[src/rtl/icache_direct_pkg.sv]
`default_nettype none
// ============================================================================
// Module  : icache_direct_pkg
// Brief   : Shared types and default geometry for the direct-mapped I-cache.
// Revision: 1.0 - initial release
// ============================================================================
package icache_direct_pkg;

    localparam int C_SETS  = 16;
    localparam int C_IDX_W = 4;
    localparam int C_TAG_W = 32 - C_IDX_W - 2;

    typedef struct packed {
        logic [C_TAG_W-1:0] tag;
        logic [C_IDX_W-1:0] idx;
        logic [1:0]         bytoff;
    } icachef_t;

    typedef struct packed {
        logic               valid;
        logic [C_TAG_W-1:0] tag;
        logic [31:0]        data;
    } icache_frame_t;

    typedef enum logic [0:0] {
        IDLE  = 1'b0,
        FETCH = 1'b1
    } icache_state_t;

endpackage
`default_nettype wire

[src/rtl/icache_frame_array.sv]
`default_nettype none
// ============================================================================
// Module  : icache_frame_array
// Brief   : SETS frames of {valid, tag, data}; async read, sync write,
//           valid bits cleared asynchronously by rst.
// Revision: 1.0 - initial release
// ============================================================================
module icache_frame_array #(
    parameter int SETS  = 16,
    parameter int IDX_W = 4,
    parameter int TAG_W = 26
) (
    input  logic             clk,
    input  logic             rst,
    input  logic [IDX_W-1:0] i_rd_idx,
    output logic             o_rd_valid,
    output logic [TAG_W-1:0] o_rd_tag,
    output logic [31:0]      o_rd_data,
    input  logic             i_wr_en,
    input  logic [IDX_W-1:0] i_wr_idx,
    input  logic [TAG_W-1:0] i_wr_tag,
    input  logic [31:0]      i_wr_data
);

    logic [SETS-1:0]  r_valid;
    logic [TAG_W-1:0] r_tag  [SETS];
    logic [31:0]      r_data [SETS];

    // Only the valid bits need reset; tag/data are never observed while invalid.
    for (genvar gi = 0; gi < SETS; gi++) begin : g_frame
        logic w_wr_sel;
        assign w_wr_sel = i_wr_en && (i_wr_idx == IDX_W'(gi));

        always_ff @(posedge clk or posedge rst) begin
            if (rst) begin
                r_valid[gi] <= 1'b0;
            end else if (w_wr_sel) begin
                r_valid[gi] <= 1'b1;
            end
        end

        always_ff @(posedge clk) begin
            if (w_wr_sel) begin
                r_tag[gi]  <= i_wr_tag;
                r_data[gi] <= i_wr_data;
            end
        end
    end

    assign o_rd_valid = r_valid[i_rd_idx];
    assign o_rd_tag   = r_tag[i_rd_idx];
    assign o_rd_data  = r_data[i_rd_idx];

endmodule
`default_nettype wire

[src/rtl/icache_direct.sv]
`default_nettype none
// ============================================================================
// Module  : icache_direct
// Brief   : Direct-mapped, one-word-per-block instruction cache with
//           same-cycle hit, single-word miss fill and hit/miss counters.
// Revision: 1.0 - initial release
// ============================================================================
module icache_direct
    import icache_direct_pkg::*;
#(
    parameter int SETS  = C_SETS,
    parameter int IDX_W = C_IDX_W
) (
    input  logic        CLK,
    input  logic        RST,
    input  logic        imemREN,
    input  logic [31:0] imemaddr,
    output logic        ihit,
    output logic [31:0] imemload,
    output logic        iREN,
    output logic [31:0] iaddr,
    input  logic        iwait,
    input  logic [31:0] iload,
    output logic [31:0] hit_count,
    output logic [31:0] miss_count
);

    localparam int C_LOC_TAG_W = 30 - IDX_W;

    icache_state_t          r_state;
    logic [C_LOC_TAG_W-1:0] r_fill_tag;
    logic [IDX_W-1:0]       r_fill_idx;
    logic [31:0]            r_hit_count;
    logic [31:0]            r_miss_count;

    logic [IDX_W-1:0]       w_idx;
    logic [C_LOC_TAG_W-1:0] w_tag;
    logic                   w_rd_valid;
    logic [C_LOC_TAG_W-1:0] w_rd_tag;
    logic [31:0]            w_rd_data;
    logic                   w_hit;
    logic                   w_fill_done;
    logic                   w_unused_bytoff;

    assign w_idx           = imemaddr[IDX_W+1:2];
    assign w_tag           = imemaddr[31:IDX_W+2];
    assign w_unused_bytoff = ^imemaddr[1:0];

    icache_frame_array #(
        .SETS  (SETS),
        .IDX_W (IDX_W),
        .TAG_W (C_LOC_TAG_W)
    ) u_frames (
        .clk        (CLK),
        .rst        (RST),
        .i_rd_idx   (w_idx),
        .o_rd_valid (w_rd_valid),
        .o_rd_tag   (w_rd_tag),
        .o_rd_data  (w_rd_data),
        .i_wr_en    (w_fill_done),
        .i_wr_idx   (r_fill_idx),
        .i_wr_tag   (r_fill_tag),
        .i_wr_data  (iload)
    );

    // Hits are suppressed while a fill is outstanding, even for a redirected address.
    assign w_hit       = imemREN && w_rd_valid && (w_rd_tag == w_tag) && (r_state == IDLE);
    assign w_fill_done = (r_state == FETCH) && !iwait;

    assign ihit       = w_hit;
    assign imemload   = w_hit ? w_rd_data : 32'h0;
    assign iREN       = (r_state == FETCH);
    assign iaddr      = (r_state == FETCH) ? {r_fill_tag, r_fill_idx, 2'b00} : 32'h0;
    assign hit_count  = r_hit_count;
    assign miss_count = r_miss_count;

    always_ff @(posedge CLK or posedge RST) begin
        if (RST) begin
            r_state    <= IDLE;
            r_fill_tag <= '0;
            r_fill_idx <= '0;
        end else begin
            case (r_state)
                IDLE: begin
                    if (imemREN && !w_hit) begin
                        r_fill_tag <= w_tag;
                        r_fill_idx <= w_idx;
                        r_state    <= FETCH;
                    end
                end
                FETCH: begin
                    if (!iwait) begin
                        r_state <= IDLE;
                    end
                end
                default: r_state <= IDLE;
            endcase
        end
    end

    always_ff @(posedge CLK or posedge RST) begin
        if (RST) begin
            r_hit_count  <= 32'h0;
            r_miss_count <= 32'h0;
        end else begin
            if (w_hit) begin
                r_hit_count <= r_hit_count + 32'h1;
            end
            if (w_fill_done) begin
                r_miss_count <= r_miss_count + 32'h1;
            end
        end
    end

endmodule
`default_nettype wire

[config.mk]
export PLATFORM = sky130hd
export DESIGN_NAME = icache_direct
export DESIGN_NICKNAME = d
export VERILOG_FILES = /design/src/rtl/icache_direct_pkg.sv /design/src/rtl/icache_frame_array.sv /design/src/rtl/icache_direct.sv
export SDC_FILE = /design/constraint.sdc
export NUM_CORES = 1
export LEC_CHECK = 0
export CORE_UTILIZATION = 40
export CTS_CLUSTER_DIAMETER = 80
export DETAILED_ROUTE_END_ITERATION = 12
export GPL_TIMING_DRIVEN = 0
export HOLD_SLACK_MARGIN = 0.03
export PLACE_DENSITY = 0.59
export SLEW_MARGIN = 20
export SYNTH_ARGS = -nofsm -noshare
export SYNTH_HDL_FRONTEND = slang
export SYNTH_SLANG_ARGS = --single-unit
[constraint.sdc]
create_clock -name CLK -period 7.85 [get_ports CLK]
set_input_delay 2.355 -clock CLK [delete_from_list [all_inputs] [get_ports CLK]]
set_output_delay 2.355 -clock CLK [all_outputs]
set_load 0.01 [all_outputs]
==> results.toml, run 1 <==
[logic_synthesis]
synth.area.top_cells = "edfxtp_1 (68%), mux4_2 (13%), dfrtp_1 (6.8%), mux2i_1 (1.6%), mux2_4 (1.1%)"
synthDominantCellAreaShare_pct = 68.0
yosysSeqAreaShare_pct = 74.8
yosysWarnings = 0
synthArstFlopShare_pct = 10.7
synth_top_area_cell = "edfxtp_1"
ys_seq_elements = 1039
synth_most_common_cell = "edfxtp_1"
synthCells = 1966
netlist_area_mm2 = 0.0410
synth_edf_count = 928
synthFlopType = "edfxtp_1"
synth_common_cells = "edfxtp_1 (928), mux4_2 (245), dfrtp_1 (111)"
ys_types = 58
avgSynthCellArea_um2 = 20.8

[cts]
cts_buffers = 109
cts_hold_buf = 0
root_buffer = "clkbuf_16"
clkTransAtPathRegs_ns = 0.06
clk_latency_ns = 0.69
cts_tree = "done"
cts_buffer_depth = 3
htree_levels = 3
cts.sinks = 1039

[sta]
finalSetupViolCount = 1
fin_skew_ns = 0.0178
finalHoldViolCount = 0
tightest_slew_ns = 0.981
fin_ws_ns = -0.0129
rsz0062_at_grt = "yes"
fmax_mhz = 127
slew_violations = 0
tns_ns = -0.0129
max_slew_margin_pct = 34.6
final.period_utilization_pct = 100
holdWs_ns = 0.464
period_needed_ns = 7.86

[layout]
fin_nets = 2469
multi_input_area_mm2 = 0.0103
drive_gt1_share_pct = 31.5
finalNonFillerCells = 3855
post-route-util_pct = 49.9
fillers = 8324
area_growth_pct = 23.8
seqCellArea_mm2 = 0.0306

[worst_setup_path]
crit_fanout = 8
path_cells = "buf_12 > buf_12 > buf_16 > nor2_4 > a22oi_2 > a211o_1 > a311oi_4 > o2111ai_2 > nor4b_4 > buf_4 > nand3_4 > buf_12 > clkbuf_16 > buf_12 > nor2b_4 > buf_6"
worstPathArrival_ns = 5.51
crit_type = "input port to output pin"
required_ns = 5.50
cpPeakStageDelay_ns = 0.43
slowest_stage = "a311oi_4"
crit_path_frequent_cell = "buf_12"
endpoint_kind = "output pin"
cp-start-kind = "input port"
crit_family = "buffers and inverters"
cp_num_buf_inv = 8

[placement]
dp.final_hpwl_um = 72900
port-buffer-count = 190
place_congestion = 0.845
dp_slack_ns = -2.72
place_inst = 3616

[global_routing]
grt_pass1_wl_um = 156000
grt_usage_pct = 21.3
grt_pass1_vias = 21900
grt_overflow_total = 0
grt_max_degree = 77
grt_antenna_before_repair = 5

[route]
ant_nets = 0
dr.pass1.iters = 5
drtIter0Drc = 1801
wirelength_um = 110000
drc_errors = 0
dr_total_vias = 21300
vias_per_cell = 5.51
avgRoutedWirePerCell_um = 28.5

[pwr]
power.leakage_nw = 17.2
power_density_mw_per_mm2 = 248
ir_worst_vdd_mv = 0.217

[run_status]
status = "complete, but fails checks"
violations = "negative setup slack"

[floorplan]
die_x_um = 322
die_h_um = 322
start_util_pct = 40.3
io_pins = 198
fp.dieArea_mm2 = 0.104
rows = 117
fp.coreArea_mm2 = 0.102

[flow_run]
max_cap_violations = 0

[worst_hold_path]
hold_class = "flop to flop"
==> cells by family (layout without fill, tap and decap cells) <==
kind of cell / Yosys count / after routing / share of synthesized area (%)
muxes: 346 / 346 / 16.3
adders and majority gates: 2 / 2 / 0.0611
other: 1 / 3 / 0.00915
buffers and inverters: 106 / 625 / 1.35
xor gates and xnor gates: 76 / 76 / 1.62
DFF: 1039 / 1039 / 74.8
and+or+nand+nor: 325 / 325 / 4.56
AOI/OAI and AO/OA: 71 / 71 / 1.31
==> power by group <==
| part | switching, mW | total (mW) | leakage (nW) | internal [mW] |
|---|---|---|---|---|
| clock | 2.14 | 4.91 | 1.68 | 2.77 |
| combinational | 0.557 | 1.08 | 5.77 | 0.523 |
| sequential | 0.213 | 6.57 | 9.77 | 6.36 |
| total | 2.91 | 12.6 | 17.2 | 9.65 |
==> per-stage QoR <==
stage	area [um2]	power (mW)
after global routing	50700	12.9
after CTS	50500	12.6
after detailed placement	46200	7.71
after floorplan	41000	7.16
after global placement	44600	7.62
final	50700	12.6
==> per-layer routing <==
| metal | track usage (%) | wire [um] | vias to the layer above |
|---|---|---|---|
| li1 | - | - | 8945 |
| met1 | 27.3 | 44200 | 11400 |
| met2 | 36.9 | 56900 | 679 |
| met3 | 3.92 | 5990 | 187 |
| met4 | 5.99 | 2910 | 10 |
| met5 | 0 | 66 | - |
==> worst reg2reg max path, delay by kind of cell (launching register included) <==
| family | cells | cell delay [ns] |
|---|---|---|
| and+or+nand+nor | 5 | 1.29 |
| muxes | 2 | 0.85 |
| buffers and inverters | 3 | 0.69 |
| AOI/OAI and AO/OA | 2 | 0.42 |
| DFF | 1 | 0.36 |
==> area by class of cell <==
class,instances,share of cell area [%]
Clock buffer,131,5.66
Buffer,94,1.92
Multi-Input combinational cell,822,20.3
Antenna cell,1,0.00493
Timing Repair Buffer,322,7.22
Clock inverter,67,1.02
Tap cell,1368,3.37
Sequential cell,1039,60.4
Inverter,11,0.104
==> registers in the layout, summed over array words and instances (netlist names) <==
register	flops
hit_count	32
iREN	1
miss_count	32
r_fill_idx	4
r_fill_tag	26
u_frames.r_data	512
u_frames.r_tag	416
u_frames.r_valid	16
==> worst paths after layout <==
kind	start	endpoint	slack [ns]	cells after the start
max reg2reg	u_frames.r_tag[12][14]$_DFFE_PP_	r_fill_tag[9]$_DFFE_PP0P_	4.12	12
min in group asynchronous	RST	u_frames.r_valid[7]$_DFFE_PP0P_	2.07	2
min	u_frames.r_valid[4]$_DFFE_PP0P_	u_frames.r_valid[4]$_DFFE_PP0P_	0.46	1
max	imemaddr[2]	imemload[27]	-0.01	16
min reg2reg	u_frames.r_valid[4]$_DFFE_PP0P_	u_frames.r_valid[4]$_DFFE_PP0P_	0.46	1
max in group asynchronous	RST	r_fill_tag[5]$_DFFE_PP0P_	5.07	3
==> cell usage in the layout, fill, tap and decap left out, drive strengths merged, types with 3 or more instances in the layout <==
master,n
or3,7
and4,5
a221oi,3
nand2b,9
nand2,40
nor3b,4
nor2,38
or2,16
mux2,35
xnor2,39
a211o,8
buf,209
dfrtp,111
edfxtp,928
o21ai,6
nand4,18
and3,20
inv,16
a22o,3
nor2b,38
nor4,27
and4b,4
mux4,245
clkbuf,179
clkdlybuf4s50,156
o2111ai,5
clkinv,55
xor2,37
nand3,33
bufinv,5
a21oi,9
a22oi,24
nor3,26
mux2i,66
and2,33
a211oi,3
==> repair_timing <==
action,4_1_cts,5_1_grt
pin swaps,10,13
cloned,1,3
gates resized for setup,313,61
setup endpoints to repair,33,33
buffers inserted,18,19
Note: power is estimated with default switching activity, not from simulation.
==> run 2: changes to the inputs <==
--- a/config.mk
+++ b/config.mk
@@ -5,12 +5,14 @@
 export SDC_FILE = /design/constraint.sdc
 export NUM_CORES = 1
 export LEC_CHECK = 0
+export CORE_MARGIN = 5
 export CORE_UTILIZATION = 40
 export CTS_CLUSTER_DIAMETER = 80
 export DETAILED_ROUTE_END_ITERATION = 12
 export GPL_TIMING_DRIVEN = 0
 export HOLD_SLACK_MARGIN = 0.03
 export PLACE_DENSITY = 0.59
+export SKIP_LAST_GASP = 1
 export SLEW_MARGIN = 20
 export SYNTH_ARGS = -nofsm -noshare
 export SYNTH_HDL_FRONTEND = slang
==> results.toml, run 2 (synthesized netlist as in run 1, its figures left out) <==
[worst_setup_path]
crit_fanout = 10
worstRegToRegCells = 12
slowest_stage = "o21ai_1"
cp-start-kind = "input port"
endpoint_kind = "output pin"
required_ns = 5.50
cp-startpoint = "imemaddr[3]"
crit_path_frequent_cell = "buf_12"
r2r_slack_ns = 4.15
critPathCapture = "imemload[2]"
crit_type = "input port to output pin"
path_cells = "buf_4 > buf_12 > buf_12 > nor2_4 > buf_12 > buf_4 > a22o_1 > o21ai_1 > nand4_1 > o211ai_1 > nor4b_4 > buf_4 > nand3_4 > buf_12 > buf_8 > nor2b_4 > buf_6"
r2r-start = "u_frames.r_tag[12][14]$_DFFE_PP_"
regToRegEndpoint = "r_fill_tag[7]$_DFFE_PP0P_"
worstPathArrival_ns = 5.44
cpPeakStageDelay_ns = 0.45

[sta]
final.period_utilization_pct = 99.3
finalHoldViolCount = 0
rsz0062_at_grt = "yes"
fin_skew_ns = 0.0492
max_slew_margin_pct = 26.8
tightest_slew_ns = 1.10
slew_violations = 0
fmax_mhz = 128
finalSetupViolCount = 0
period_needed_ns = 7.80

[pwr]
internal-power_mw = 9.98
finalPower_mw = 12.9
power.leakage_nw = 17.4
pwr-share-seq_pct = 50.9
pwr-share-comb_pct = 8.5
p_sw_mw = 2.93
clkPwrFrac_pct = 40.6
power_density_mw_per_mm2 = 252
sw_frac_of_total_pct = 22.7
ir_worst_vdd_mv = 0.175

[layout]
reg_top3 = "u_frames.r_data: 512 flops, u_frames.r_tag: 416 flops"
final_area_mm2 = 0.0513
final_common_cell = "edfxtp_1"
fin_nets = 2470
post-route-util_pct = 50.4
drive_gt1_share_pct = 32.2
largest_reg_flops = 512
final_cell_mix = "edfxtp_1 (928), mux4_2 (245), clkdlybuf4s50_1 (156), dfrtp_1 (111), clkbuf_16 (109)"
regMostFlops = "u_frames.r_data"
area_growth_pct = 25.1
finalNonFillerCells = 3864

[placement]
dp.final_hpwl_um = 74900
port-buffer-count = 190
place_inst = 3615
placed_cell_area_mm2 = 0.0462
place_congestion = 0.825

[floorplan]
die_h_um = 330
fp.coreArea_mm2 = 0.102
rows = 117
io_pins = 198
fp.dieArea_mm2 = 0.109
die_x_um = 330
start_util_pct = 40.3

[route]
dr_total_vias = 21400
drc_errors = 0
avgRoutedWirePerCell_um = 28.9
ant_nets = 0
drtIter0Drc = 2097
vias_per_cell = 5.54
dr.pass1.iters = 7
wirelength_um = 111000

[cts]
cts_buffer_depth = 3
clk_latency_ns = 0.70
clkTransAtPathRegs_ns = 0.06
root_buffer = "clkbuf_16"
htree_levels = 3
cts_tree = "done"
cts_buffers = 105
cts_hold_buf = 0
cts.sinks = 1039

[run_status]
status = "complete, no violations"

[global_routing]
grt_pass1_wl_um = 158000
grt_usage_pct = 20.2
grt_max_degree = 79
grt_antenna_before_repair = 14
grt_pass1_vias = 22200
grt_overflow_total = 0

[worst_hold_path]
hold_class = "flop to flop"
min-delay-start = "u_frames.r_valid[11]$_DFFE_PP0P_"

[flow_run]
max_cap_violations = 0
-- run 2: cell types whose count changed in the layout (fill, tap and decap cells not counted), sizes merged, moves of 5 or more --
cell / previous run / this run
clkinv: 55 / 43
diode: 1 / 6
buf: 209 / 203
clkdlybuf4s15: 1 / 14
bufinv: 5 / 16
-- run 2: area by class of cell --
cell class | instances | area (um2)
flip-flops and latches | 1039 | 30600
clock buffers | 130 | 2800
fillers | 8070 | 50500
well taps | 1368 | 1710
repair buffers | 327 | 3830
multi-input cells | 822 | 10300
inverters | 11 | 50.0
diodes | 6 | 15.0
plain buffers | 94 | 1020
clock inverters | 67 | 870
-- run 2: through the flow --
stage	hold WS [ns]	setup WS [ns]	TNS, ns
2_1_floorplan	0.434	0.370	0
3_3_place_gp	0.446	-6.43	-2986.59
3_5_place_dp	0.452	-2.82	-83.49
4_1_cts	0.472	-0.0665	-0.452
5_1_grt	0.486	-0.0292	-0.196
6_report	0.466	0.0549	0
-- run 2: worst min-delay path by stage --
| stage | slack (ns) | endpoint | cells after the start |
|---|---|---|---|
| finish | 0.47 | u_frames.r_valid[11]$_DFFE_PP0P_ | 1 |
| global route | 0.49 | u_frames.r_valid[1]$_DFFE_PP0P_ | 1 |
| CTS | 0.47 | u_frames.r_valid[9]$_DFFE_PP0P_ | 1 |
| detailed placement | 0.45 | u_frames.r_valid[2]$_DFFE_PP0P_ | 1 |
| global placement | 0.45 | u_frames.r_valid[14]$_DFFE_PP0P_ | 1 |
| floorplan | 0.43 | u_frames.r_valid[12]$_DFFE_PP0P_ | 1 |
-- run 2: power by group through the flow --
stage                     combinational [mW]  sequential (mW)  clock [mW]
after CTS                               1.08             6.57        5.34
after detailed placement                1.02             6.69           0
after global routing                    1.15             6.60        5.57
after global placement                 0.937             6.68           0
final                                   1.09             6.58        5.24
after floorplan                        0.543             6.61           0
-- run 2: metal layers --
layer	wire length [um]	track usage [%]
met5	48	0
met4	3170	5.77
met3	6980	3.77
met2	58400	35.7
met1	42900	25.8
-- run 2: what timing repair did --
action | CTS | global route
gates cloned | 1 | 3
pin swaps | 11 | 15
gates resized for setup | 302 | 75
buffers inserted | 19 | 24
endpoints found under the setup margin | 33 | 33
-- run 2: worst max-delay path, delay by kind of cell --
kind | cells | cell delay, ns
buffers and inverters | 9 | 1.38
AO/OA/AOI/OAI | 3 | 0.86
AND/OR/NAND/NOR | 5 | 0.77
==> run 3: changes to the inputs <==
--- a/config.mk
+++ b/config.mk
@@ -11,9 +11,11 @@
 export DETAILED_ROUTE_END_ITERATION = 12
 export GPL_TIMING_DRIVEN = 0
 export HOLD_SLACK_MARGIN = 0.03
+export MAX_ROUTING_LAYER = met4
 export PLACE_DENSITY = 0.59
 export SKIP_LAST_GASP = 1
 export SLEW_MARGIN = 20
 export SYNTH_ARGS = -nofsm -noshare
 export SYNTH_HDL_FRONTEND = slang
+export SYNTH_HIERARCHICAL = 1
 export SYNTH_SLANG_ARGS = --single-unit
==> results.toml, run 3 <==
[placement]
port-buffer-count = 193
place_congestion = 0.797
place_inst = 3486
placed_cell_area_mm2 = 0.0450
dp.final_hpwl_um = 66300
dp_slack_ns = -3.59

[sta]
period_needed_ns = 7.89
tightest_slew_ns = 0.946
slew_violations = 0
tns_ns = -0.343
max_slew_margin_pct = 36.9
rsz0062_at_grt = "yes"
final.period_utilization_pct = 101
fin_skew_ns = 0.0286
finalHoldViolCount = 0
fmax_mhz = 127
holdWs_ns = 0.467
fin_ws_ns = -0.0402
finalSetupViolCount = 12

[worst_hold_path]
whs_path_depth = 1
min_to = "u_frames/r_valid[14]$_DFFE_PP0P_"
min-delay-start = "u_frames/r_valid[14]$_DFFE_PP0P_"
hold_class = "flop to flop"

[global_routing]
grt_pass1_vias = 21500
grt_max_degree = 82
grt_usage_pct = 19.7
grt_overflow_total = 0
grt_pass1_wl_um = 149000
grt_antenna_before_repair = 6

[pwr]
ir_worst_vdd_mv = 0.179
finalPower_mw = 12.5
power_density_mw_per_mm2 = 251
power.leakage_nw = 16.6

[cts]
cts.sinks = 1039
cts_hold_buf = 0
root_buffer = "clkbuf_16"
cts_buffers = 105
cts_tree = "done"
htree_levels = 3
clkTransAtPathRegs_ns = 0.06
clk_latency_ns = 0.66
cts_buffer_depth = 3

[logic_synthesis]
netlist_area_mm2 = 0.0401
ys_seq_elements = 1039
synthFlopType = "edfxtp_1"
synth_top_area_cell = "edfxtp_1"
synthCells = 1914
synthAdderAreaFrac_pct = 0.0624
synth_most_common_cell = "edfxtp_1"
synthArstFlopShare_pct = 10.7
synth.area.top_cells = "edfxtp_1 (69%), mux4_2 (13%), dfrtp_1 (6.9%), a22oi_1 (2.2%), xnor2_1 (1.5%)"
ys_types = 41
synth_top_family_by_area = "multiplexers"
yosysWarnings = 6
synthSimpleGateAreaFrac_pct = 4.06
synth_edf_count = 928
synth_common_cells = "edfxtp_1 (928), mux4_2 (236), a22oi_1 (118)"
synthDominantCellAreaShare_pct = 69.5
synth_compound_area_share_pct = 2.23
yosysSeqAreaShare_pct = 76.4
avgSynthCellArea_um2 = 21.0
yosys.area_share.xor_xnor_pct = 1.92
muxShareOfSynthArea_pct = 14.1

[route]
drtIter0Drc = 1802
dr.pass1.iters = 5
wirelength_um = 103000
avgRoutedWirePerCell_um = 27.8
ant_nets = 0
dr_total_vias = 20900
drc_errors = 0
vias_per_cell = 5.61

[worst_setup_path]
cp-start-kind = "input port"
required_ns = 5.50
worstRegToRegCells = 13
endpoint_kind = "output pin"
r2r_slack_ns = 3.97
worstPathArrival_ns = 5.54
r2r-start = "u_frames/r_tag[2][15]$_DFFE_PP_"
regToRegEndpoint = "r_fill_tag[21]$_DFFE_PP0P_"
crit_fanout = 7
crit_type = "input port to output pin"

[floorplan]
die_h_um = 327
fp.coreArea_mm2 = 0.0999
rows = 116
fp.dieArea_mm2 = 0.107
start_util_pct = 40.2
die_x_um = 327
io_pins = 198

[layout]
reg_top3 = "u_frames/r_data: 512 flops, u_frames/r_tag: 416 flops"
finalNonFillerCells = 3719
largest_reg_flops = 512
regMostFlops = "u_frames/r_data"
fin_nets = 2399
fillers = 8060
drive_gt1_share_pct = 30.8
final_common_cell = "edfxtp_1"
post-route-util_pct = 49.8
area_growth_pct = 23.9
final_area_mm2 = 0.0497
final_cell_mix = "edfxtp_1 (928), mux4_2 (236), clkdlybuf4s50_1 (156), clkbuf_16 (115), dfrtp_1 (111)"

[run_status]
violations = "negative setup slack"
status = "complete, but fails checks"

[flow_run]
max_cap_violations = 0
==> run 3: logic make-up (layout without fill, tap and decap cells) <==
family / count (synthesis) / count (layout)
flops: 1039 / 1039
simple gates: 296 / 296
mux: 268 / 268
compound gates: 119 / 119
buf+inv: 102 / 603
xor+xnor: 87 / 87
fa+ha+maj: 2 / 2
other cells: 1 / 7
==> run 3: cell type report <==
type                       instances  area, um2  area share, %
sequential                      1039      30600           61.7
timing repair buffer             308       3480           7.01
clock inverter                    46        459          0.924
inverter                           4       20.0         0.0403
tap                             1298       1620           3.27
clock buffer                     148       2920           5.88
buffer                            97       1040           2.08
antenna                            5       12.5         0.0252
multi-input combinational        774       9490           19.1
==> run 3: critical path, stage by stage <==
cell	delay [ns]
buf_12	0.11
buf_12	0.15
buf_12	0.16
buf_12	0.14
buf_4	0.13
mux4_2	0.50
a22oi_2	0.15
nand2_1	0.11
xnor2_2	0.15
buf_4	0.16
nand2_1	0.07
nor4_2	0.30
and3_4	0.29
clkbuf_16	0.18
buf_12	0.14
clkbuf_16	0.16
and2_4	0.15
buf_6	0.09
==> run 3: power breakdown <==
part	switching (mW)	total (mW)	internal (mW)
combinational	0.527	1.01	0.484
clock	2.03	4.88	2.85
sequential	0.224	6.59	6.36
total	2.78	12.5	9.70
==> run 3: worst max-delay path by stage <==
stage	start	to	slack, ns	depth (start not counted)
detailed placement	imemaddr[3]	imemload[16]	-3.59	15
finish	imemaddr[2]	imemload[29]	-0.04	18
floorplan	imemaddr[2]	imemload[24]	0.05	13
global route	imemaddr[2]	imemload[2]	-0.09	15
global placement	iwait	u_frames/r_valid[8]$_DFFE_PP0P_	-6.10	6
CTS	imemaddr[2]	imemload[29]	-0.05	16
==> run 3: repair_timing <==
| action | 4_1_cts | 5_1_grt |
|---|---|---|
| hold endpoints to repair | 0 | 0 |
| setup buffers | 25 | 7 |
| cloned | 3 | 0 |
| gates resized for setup | 349 | 43 |
| pin swaps | 19 | 15 |
| setup endpoints to repair | 33 | 33 |
==> run 3: metal layers <==
layer,routed length (um),track usage (%),up-vias
met4,1980,4.42,0
li1,-,-,8695
met3,7290,4.32,144
met1,43200,26.0,11300
met5,0,-,-
met2,51000,31.7,773
